--- src/rtl/fetch_unit.sv ---
// fetch_unit: instruction fetch stage of the 8-bit computer.
// Owns the PC and IR, sequences FETCH/EXECUTE/HALTED around the control unit.
module fetch_unit #(
  parameter int                 ADDR_W   = 8,
  parameter logic [ADDR_W-1:0]  RESET_PC = '0
) (
  input  logic              clk,
  input  logic              rst,
  output logic [ADDR_W-1:0] rom_addr,
  output logic              rom_req,
  input  logic [12:0]       rom_data,
  input  logic              rom_valid,
  output logic [4:0]        opcode,
  output logic [7:0]        operand,
  output logic              instr_valid,
  output logic              exec_commit,
  input  logic              pc_en,
  input  logic              pc_load,
  input  logic              halt,
  input  logic [ADDR_W-1:0] jump_target,
  input  logic              io_ready,
  output logic [ADDR_W-1:0] pc,
  output logic              halted
);

  typedef enum logic [1:0] {
    FETCH   = 2'd0,
    EXECUTE = 2'd1,
    HALTED  = 2'd2
  } state_t;

  state_t            state, state_next;
  logic [ADDR_W-1:0] pc_next;
  logic [12:0]       ir;
  logic              ir_load;

  assign rom_addr = pc;
  assign opcode   = ir[12:8];
  assign operand  = ir[7:0];

  // State, PC and IR registers; IR only loads on the FETCH->EXECUTE edge
  always_ff @(posedge clk) begin
    if (rst) begin
      state <= FETCH;
      pc    <= RESET_PC;
      ir    <= '0;
    end else begin
      state <= state_next;
      pc    <= pc_next;
      if (ir_load) ir <= rom_data;
    end
  end

  // Next-state, next-PC and strobe decode; strobes are suppressed during rst
  always_comb begin
    state_next  = state;
    pc_next     = pc;
    ir_load     = 1'b0;
    rom_req     = 1'b0;
    instr_valid = 1'b0;
    exec_commit = 1'b0;
    halted      = 1'b0;
    unique case (state)
      FETCH: begin
        rom_req = 1'b1;
        if (rom_valid) begin
          ir_load    = 1'b1;
          state_next = EXECUTE;
        end
      end
      EXECUTE: begin
        instr_valid = 1'b1;
        if (halt) begin
          exec_commit = 1'b1;
          state_next  = HALTED;
        end else if (pc_load) begin
          exec_commit = 1'b1;
          pc_next     = jump_target;
          state_next  = FETCH;
        end else if (pc_en || io_ready) begin
          exec_commit = 1'b1;
          pc_next     = pc + ADDR_W'(1);
          state_next  = FETCH;
        end
      end
      HALTED: begin
        halted = 1'b1;
      end
      default: begin
        state_next = FETCH;
      end
    endcase
    if (rst) begin
      rom_req     = 1'b0;
      instr_valid = 1'b0;
      exec_commit = 1'b0;
      halted      = 1'b0;
    end
  end

endmodule

--- config.mk ---
export PLATFORM = sky130hd
export DESIGN_NAME = fetch_unit
export DESIGN_NICKNAME = d
export VERILOG_FILES = /design/src/rtl/fetch_unit.sv
export SDC_FILE = /design/constraint.sdc
export NUM_CORES = 1
export LEC_CHECK = 0
export CORE_ASPECT_RATIO = 0.75
export CORE_MARGIN = 8
export CORE_UTILIZATION = 35
export DETAILED_ROUTE_END_ITERATION = 12
export GPL_TIMING_DRIVEN = 0
export PLACE_DENSITY = 0.74
export SLEW_MARGIN = 15
export SYNTH_ARGS = -nofsm -noshare
export SYNTH_HDL_FRONTEND = slang
export SYNTH_SLANG_ARGS = --single-unit
--- constraint.sdc ---
create_clock -name clk -period 3.06 [get_ports clk]
set_clock_uncertainty 0.15 [all_clocks]
set_input_delay 0.765 -clock clk [delete_from_list [all_inputs] [get_ports clk]]
set_output_delay 0.765 -clock clk [all_outputs]
set_load 0.02 [all_outputs]
Word-level counts from Yosys, hierarchy flattened --
Cells that the tools add are included.
Word-level totals: input bits 28, bits in registers 23
Operators by class: bitwise operators 2, add/subtract/negate cells 1, reduce and logical (&&, ||, !) cells 5, mux-type cells 20, eq/ne operators 4
Operator list (number):
- $mux 8 | 2
- $mux 1 | 13
- $add 8x1->8 const B | 1
- $mux 2 | 4
- $pmux 2 s3 | 1
- $reduce_and 3->1 | 2
- $ne 4x4->1 const B | 1
- $eq 2x1->1 const B | 1
- $eq 2x2->1 const B | 1
- $logic_not 2->1 | 1
- $ne 2x2->1 const B | 1
- $not 1->1 | 2
- $reduce_bool 2->1 | 1
- $logic_or 1x1->1 | 1

Longest topological paths before layout --
depth after elaboration 6, depth in mapped cells 6, mapped depth without buffers 5

Worst setup path before layout --
No wires, ideal clock.
path kind input port to output port, start point input pc_load, end point output exec_commit, arrival 1.635 ns, stages on the path 3, required time 2.145 ns, setup slack 0.510 ns, cell sequence clkbuf_1 nor4_1 nor3_1
On the way: cells in the longest elaborated chain, start to end 4
RTL lines:
- from (decl) | line 18 | input logic pc_load,
- $mux 1 | line 76 | end else if (pc_load) begin
- $mux 1 | line 73 | if (halt) begin
- $mux 1 | line 63 | unique case (state)
- $mux 1 | line 93 | if (rst) begin
- to (decl) | line 16 | output logic exec_commit,
Every way passes these cells.

Worst setup path in the final report --
start point input halt, end point output exec_commit
On the way: cells in the longest elaborated chain, start to end 3
RTL lines:
- from (decl) | line 19 | input logic halt,
- $mux 1 | line 73
- $mux 1 | line 63
- $mux 1 | line 93
Every way passes these cells.

==> impl_metrics.toml <==
[timing]
setup_viol = 0
tightest_slew_ns = 0.6019
fin_crit_sh_pct = 97.84
hold_viol_final = 0
finalHoldWorstSlack_ns = 0.3074
fmax_ghz = 0.3340
max_slew_margin_pct = 59.65
rsz0062_at_grt = "false"
slew_viol_final = 0
layout_setup_ws_ns = 0.06602
fin_crit_ns = 2.994

[routing]
first_pass_iters = 4
routed_wl_mm = 3.482
wl_per_cell_um = 14.10
detail-route-antenna-nets = 0
viasPerCell = 4.895
first_iter_violations = 54
via_count = 1209
drc_errors = 0

[grt]
grt_pass1_vias = 1219
grt_max_degree = 13
grt_usage_pct = 13.42
overflow = 0
grt_pass1_wl_mm = 5.720
antenna_found_initial = 0

[run_status]
status = "finished, final reports clean"

[yosys]
synth_top_area_share_pct = 41.63
synthFlopType = "dfxtp_1"
syn_inst = 147
synth_most_common_cell = "nand2_1"
synth-seq-cells = 23
syn_area_mm2 = 0.001106
yosysTopAreaCell = "dfxtp_1"
synth_common_cells = "40 x nand2_1, 23 x dfxtp_1, 21 x a21oi_1, 8 x buf_4, 7 x nor2_1"
yosysWarnings = 0
synthesis.nets = 176
synth-async-reset-ratio_pct = 0
yosysUniqueCellTypes = 32
synthTopCellsByArea = "dfxtp_1 42%, nand2_1 14%, a21oi_1 9.5%"
syn_area_per_cell_um2 = 7.524
synth-seq-area-share_pct = 41.63
synth_edf_count = 0

[power]
leakagePower_nw = 0.6601
power.switching_mw = 0.1833
p_sw_share_pct = 27.15
internal-power_mw = 0.4919
power.density_mw_per_mm2 = 375.3
power_frac_seq_pct = 48.5
vdd_drop_max_mv = 0.2547
clkPwrFrac_pct = 27.3
combPwrFrac_pct = 24.2

[floorplan]
io_pins = 61
die-area_mm2 = 0.005234
num_rows = 17
start_util_pct = 37.14
fp.dieW_um = 80.91
fp.dieH_um = 64.69
coreArea_mm2 = 0.002978

[final_layout]
finalNetCount = 239
design_area_mm2 = 0.001799
fin_cells = 247
drive_above_1_share_pct = 7.656
n_fill_cell = 265
syn2layout_area_growth_pct = 62.67
antenna_cells = 0

[placement]
dpl-instance-area_mm2 = 0.001744
gp_congestion = 0.8774
io_buffer_count = 59
dp_slack_ns = -0.5041
dp_hpwl_mm = 2.774
post-place-cells = 244

[hold_path]
hold_path_class = "flop to flop"

[cts]
cts_tree = "yes"
clockRootBuffer = "clkbuf_8"
h-tree-depth = 1
clk_latency_ns = 0.26
cts_max_path_buffers = 2
hold_buffers = 0
cts_sinks = 23
cts.clk_slew.worst_paths_ns = 0.08
numCtsBuffers = 3

[worst_setup_path]
critical_path_class = "primary input to primary output"
r2r_end = "pc[0]"
worstRegToRegCells = 5
end_kind = "primary output"
timing.critical_path.to = "exec_commit"
rrSetupSlack_ns = 1.36
crit_arrival_ns = 2.08
r2r_start = "state[0]"
critPathLaunch = "halt"
cp-start-kind = "primary input"
cp.required_ns = 2.14
path_max_fanout = 4

[run]
drv_cap = 0
per-layer routing:
layer	vias to the layer above	track usage (%)	part of all wire, %
met2	34	22.88	48
met3	6	3.306	6.0
li1	624	-	-
met4	0	4.667	1.8
met1	545	15.95	44
met5	-	0	0
stage by stage:
stage	total power [mW]	setup TNS, ns	utilization, %
after floorplan	0.4100	0	-
after global placement	0.4939	-0.5279	58.57
after detailed placement	0.4981	-0.5674	58.57
after CTS	0.6837	0	60.13
final	0.6753	0	60.42
after global routing	0.7116	0	60.42
worst min-delay path by stage:
stage | endpoint | cells after the start | from | slack (ns)
after floorplan | ir[0] | 2 | ir[0] | 0.38
after global placement | ir[4] | 2 | ir[4] | 0.29
after detailed placement | ir[7] | 2 | ir[7] | 0.30
after CTS | ir[7] | 2 | ir[7] | 0.31
after global routing | ir[6] | 2 | ir[6] | 0.33
final | ir[1] | 2 | ir[1] | 0.31
layout make-up:
cell class | instances | area [µm²] | share of cell area, %
timing repair buffer | 59 | 588.1 | 32.68
sequential | 23 | 460.4 | 25.59
buffer | 15 | 88.84 | 4.937
inverter | 1 | 3.754 | 0.2086
clock buffer | 4 | 45.04 | 2.503
tap | 38 | 47.55 | 2.643
multi-input combinational | 107 | 565.5 | 31.43
flip-flops by register name, indices dropped and copies added, names as in the netlist:
signal and count:
pc 8, state 2, ir 13
layout by cell type, fill, tap and decap left out, drive strengths merged, types with 2 or more instances in the layout:
cell type and count:
clkdlybuf4s50 57, nand2 40, dfxtp 23, a21oi 21, buf 10, clkbuf 9
nor2 7, o21ai 6, nor3 5, nand3 4, nand2b 3, a211oi 2
or3 2, a31oi 2, o21a 2, dlygate4sd2 2
critical path, cell delays in order:
cell	delay, ns
clkdlybuf4s50_1	0.51
nor4_4	0.36
nor3_1	0.09
dlygate4sd2_1	0.34
power by group through the flow:
stage,logic (mW),registers [mW],clock network [mW]
2_1_floorplan,0.0605,0.349,0
3_3_place_gp,0.161,0.333,0
3_5_place_dp,0.164,0.334,0
4_1_cts,0.164,0.327,0.192
5_1_grt,0.177,0.330,0.205
6_report,0.163,0.328,0.184
cell families (layout without fill, tap and decap cells):
group | Yosys count | count (layout) | synth area share, %
compound gates | 38 | 38 | 19.91
fa+ha+maj | 1 | 1 | 1.131
buf+inv | 17 | 79 | 8.597
flops | 23 | 23 | 41.63
mux | 1 | 1 | 0.9050
simple gates | 67 | 67 | 27.83
repair_timing:
item                                    4_1_cts  5_1_grt
endpoints found under the setup margin        2        1
pin swaps                                     0        0
resized for setup                             4        1
buffers inserted                              0        0
No activity file was read; power rests on OpenSTA's default activity.
==> patch 1, RTL diff (config.mk and constraints unchanged) <==
Set the parameter `ADDR_W` to 6 (it was 8).
--- a/src/rtl/fetch_unit.sv
+++ b/src/rtl/fetch_unit.sv
@@ -3,3 +3,3 @@
 module fetch_unit #(
-  parameter int                 ADDR_W   = 8,
+  parameter int                 ADDR_W   = 6,
   parameter logic [ADDR_W-1:0]  RESET_PC = '0
Ports: changed (resized jump_target, pc and rom_addr); port bits go from 61 to 55. No check against the original RTL was run, so the function may have changed too.
==> patch 1 against the unedited design <==
- combinational power shrank 7%
- sequential share of layout area grew 1.2 points
- synthesized area decreased by 14%
- utilization is 0.084 points lower
- first-iteration DRC count decreased by 7.4%
- total power fell by 14%
- sequential cell count is 2 lower
- count of clock-buffer cells in the layout shrank 1
- routed wire length down 16%
- setup slack gained 37 ps
- cell area shrank 13%
- register-to-register slack better by 80 ps
- critical path type unchanged
==> patch 1: results (changes against the unedited design) <==
[clocking]
numCtsBuffers=3  ; unchanged
clkLatencyLatePin_ps=300  ; +40 ps
clock_tree.buffer_depth=2  ; unchanged
clk_pin_slew_ps=110  ; +30 ps
root_buffer=clkbuf_4

[synthesis]
synthTopCellsByArea=dfxtp_1 44%, nand2_1 14%, a21oi_1 10%, buf_4 4.7%, a31oi_1 2.0%
synth_top_flop_cell=dfxtp_1
synth.distinct_cells=27  ; -16%
synth_nets=153  ; -13%
synth_common_cells=36 x nand2_1, 21 x dfxtp_1, 19 x a21oi_1
synthArstFlopShare=0  ; unchanged
synth.yosys.seq_area_share=0.442  ; +0.0252

[final_layout]
area_delta_synth_final_pct=64.9
final_layout_size_suffix_gt1_frac=0.0765  ; about the same
fin_nets=211  ; -12%
fillers=244  ; -7.9%
top_regs=ir x13, pc x6, state x2
antenna_cells=0  ; unchanged

[route]
wl_per_cell_um=13.3  ; -5.4%
wl_met3_um=161  ; -23%
routed-wl-met2_um=1490  ; -11%
drt_iter0_markers=50  ; -7.4%
met1Wirelength_um=1240  ; -18%
vias_per_cell=4.76  ; -2.8%

[pwr]
pg_clk_uw=132  ; -28%
power.leakage_uw=0.000574  ; -13%
p_total_uw=582  ; -14%
vdd_drop_max_uv=294  ; +15%
comb-power_uw=151  ; -7%
internal_power_uw=415  ; -16%

[global_routing]
grtUsageMet2=0.225  ; -0.00371
grt.met3_usage=0.0394  ; +0.00630
grt_pass1_vias=981  ; -20%
track_usage=0.123  ; -0.0108
grt_pass1_wl_um=4690  ; -18%
grt_max_degree=13  ; unchanged
use_met1=0.137  ; -0.0227

[timing]
timing.hold.ws_ps=315  ; +7.62 ps
maxSlewHeadroom=0.652  ; +0.0556

[outcome]
status=finished clean

[placed_design]
globalplace.congestion=0.747  ; -15%
port_buffers=53  ; -10%
place_hpwl_um=2320  ; -16%
dpl-instance-area_um2=1530  ; -12%

[setup_path]
r2r_start=state[1]
arrival_ps=2040  ; -40 ps
path_max_fanout=6  ; +2
slowest_delay_ps=540  ; +30 ps
r2r_cells=4  ; -1
r2r_slack_ps=1440  ; +80 ps
cp_slowest_cell=clkdlybuf4s50_1
startpoint=pc_load
crit_end=exec_commit
cpLargestDelayFamily=buffers and inverters

[worst_hold_path]
hold_class=reg2reg
whs_path_depth=2  ; unchanged
hold_end=ir[1]
hp-start=ir[1]

## patch 1: cells by family (layout without fill, tap and decap cells)
kind of cell | Yosys count | in the layout | synth area share
multiplexers | 1 | 1 | 0.0105
AO/OA/AOI/OAI | 32 | 32 | 0.184
AND/OR/NAND/NOR | 58 | 58 | 0.276
adder cells (fa/ha/maj) | 1 | 1 | 0.0131
buffers and inverters | 13 | 70 | 0.0749
flip-flops | 21 | 21 | 0.442
## patch 1: repair_timing
item	4_1_cts	5_1_grt
setup buffers	0	0
setup endpoints to repair	1	2
resized for setup	2	3
## patch 1: cell type report
class | instances | share of cell area
Timing Repair Buffer | 53 | 0.337
Multi-Input combinational cell | 92 | 0.303
Sequential cell | 21 | 0.268
Buffer | 12 | 0.0438
Tap cell | 36 | 0.0287
Clock buffer | 3 | 0.0143
Clock inverter | 1 | 0.00319
Inverter | 1 | 0.00239
## patch 1: stage by stage
step,setup WS (ps),cells
global placement,-180,215
CTS,14.5,219
detailed placement,-233,215
global route,19.2,219
finish,103,219
floorplan,705,126
==> patch 2, RTL diff (same flow settings) <==
Without the edit above. Re-encode `state_t` (3 states) as one-hot, 3 bits wide.
--- a/src/rtl/fetch_unit.sv
+++ b/src/rtl/fetch_unit.sv
@@ -25,6 +25,6 @@
 
-  typedef enum logic [1:0] {
-    FETCH   = 2'd0,
-    EXECUTE = 2'd1,
-    HALTED  = 2'd2
+  typedef enum logic [2:0] {
+    FETCH   = 3'b001,
+    EXECUTE = 3'b010,
+    HALTED  = 3'b100
   } state_t;
Behaviour: no difference found for any inputs over 10 cycles, from zero or initial values and one cycle with rst high; not proved beyond that.
==> patch 2 against the unedited design <==
- cell area up 3.8%
- total power up 2.0%
- sequential power up 2%
- sequential cell count up 1
- die area up 4.1%
- routed wire length up 0.23%
- critical path depth unchanged
- synthesized area up 5.3%
- setup slack better by 62 ps
- largest cell class unchanged
==> patch 2: results (changes against the unedited design) <==
[timing]
maxSlewHeadroom=0.388  ; -0.208
timing.hold.ws_ps=306  ; -1.66 ps

[placed_design]
dp_cells=251  ; +2.9%
place_hpwl_um=2740  ; -1.1%
port_buffers=59  ; unchanged
globalplace.congestion=0.765  ; -13%
dpl-instance-area_um2=1810  ; +3.5%
dp_slack_ps=-447  ; +57.1 ps

[clocking]
h-tree-depth=1  ; unchanged
post_cts_resized=2  ; -2
clkLatencyLatePin_ps=260  ; about the same
root_buffer=clkbuf_8
clock_tree.buffer_depth=2  ; unchanged
numCtsBuffers=3  ; unchanged
postCtsSetupBuffers=0  ; unchanged

[setup_path]
arrival_ps=2020  ; -60 ps
r2r_start=state[1]
r2r-end=pc[4]
r2r_slack_ps=1060  ; -300 ps
path_max_fanout=5  ; +1
cp_slowest_cell=clkdlybuf4s50_1
r2r_cells=4  ; -1

[synthesis]
synthTopCellsByArea=dfxtp_1 41%, nand2_1 13%, a21oi_1 8.2%, buf_4 5.2%, o21ai_0 2.6%
ys_warn_count=0  ; unchanged
synth.distinct_cells=34  ; +6.3%
synth_nets=181  ; +2.8%
synth_common_cells=39 x nand2_1, 24 x dfxtp_1, 19 x a21oi_1
synth-edff-count=0  ; unchanged
syn_area_per_cell_um2=7.66  ; +1.9%
synth.yosys.seq_area_share=0.412  ; -0.00383
synth_top_flop_cell=dfxtp_1
synthArstFlopShare=0  ; unchanged

[worst_hold_path]
hold_end=ir[4]
hp-start=ir[4]

[global_routing]
grt_pass1_vias=1121  ; -8.0%
track_usage=0.129  ; -0.00557
grt_max_degree=14  ; +1
grt.met3_usage=0.0313  ; -0.00181
grtUsageMet2=0.204  ; -0.0249
use_met1=0.170  ; +0.0102
grt_pass1_wl_um=5600  ; -2.1%

[route]
drt_iter0_markers=54  ; unchanged
wl_per_cell_um=13.7  ; -2.5%
routed_wl_um=3490  ; +0.23%
vias=1237  ; +2.3%

[final_layout]
top_regs=ir x13, pc x8, state x3
fin_nets=244  ; +2.1%
final_layout_size_suffix_gt1_frac=0.0888  ; +0.0122

[pwr]
vdd_drop_max_uv=354  ; +39%
power.leakage_uw=0.000677  ; +2.5%

[outcome]
status=finished clean

patch 2: cell families (layout without fill, tap and decap cells):
kind of cell	count (synthesis)	count (layout)	share of synthesized area
AOI/OAI and AO/OA	38	38	0.194
muxes	2	2	0.0183
buffers and inverters	18	80	0.0849
DFF	24	24	0.412
adders and majority gates	1	1	0.0107
and+or+nand+nor	69	69	0.279
patch 2: layout make-up:
type	count	area [µm²]
fillers	317	1380
multi-input cells	110	598
repair buffers	59	588
flip-flops and latches	24	480
plain buffers	16	91.3
clock buffers	4	55.1
well taps	40	50.0
inverters	1	3.75
patch 2: worst max-delay path by stage:
stage / startpoint / end / slack, ps / cells past startpoint
floorplan: rst / halted / 390 / 2
global placement: pc_load / exec_commit / -440 / 5
detailed placement: pc_load / exec_commit / -450 / 5
CTS: rst / halted / 50 / 3
global route: halt / exec_commit / 30 / 4
finish: halt / exec_commit / 130 / 4
patch 2: metrics by stage:
step / util / power, µW
after floorplan: - / 406
after global placement: 0.557 / 480
after detailed placement: 0.557 / 482
after CTS: 0.572 / 696
after global routing: 0.576 / 724
final: 0.576 / 689
patch 2: tightest hold or removal path: stages (launching register included):
cell     delay, ps
dfxtp_1        310
nand2_1         50
a21oi_1         50
patch 2: per-layer routing:
metal / share of wire / wire (µm)
met5: 0 / 0
met1: 0.46 / 1610
met3: 0.062 / 218
met2: 0.47 / 1630
met4: 0.0097 / 34
patch 2: where the power goes:
part / switching [µW] / internal (µW)
Clock: 101 / 115
Sequential: 9.41 / 326
Combinational: 65.6 / 72.3
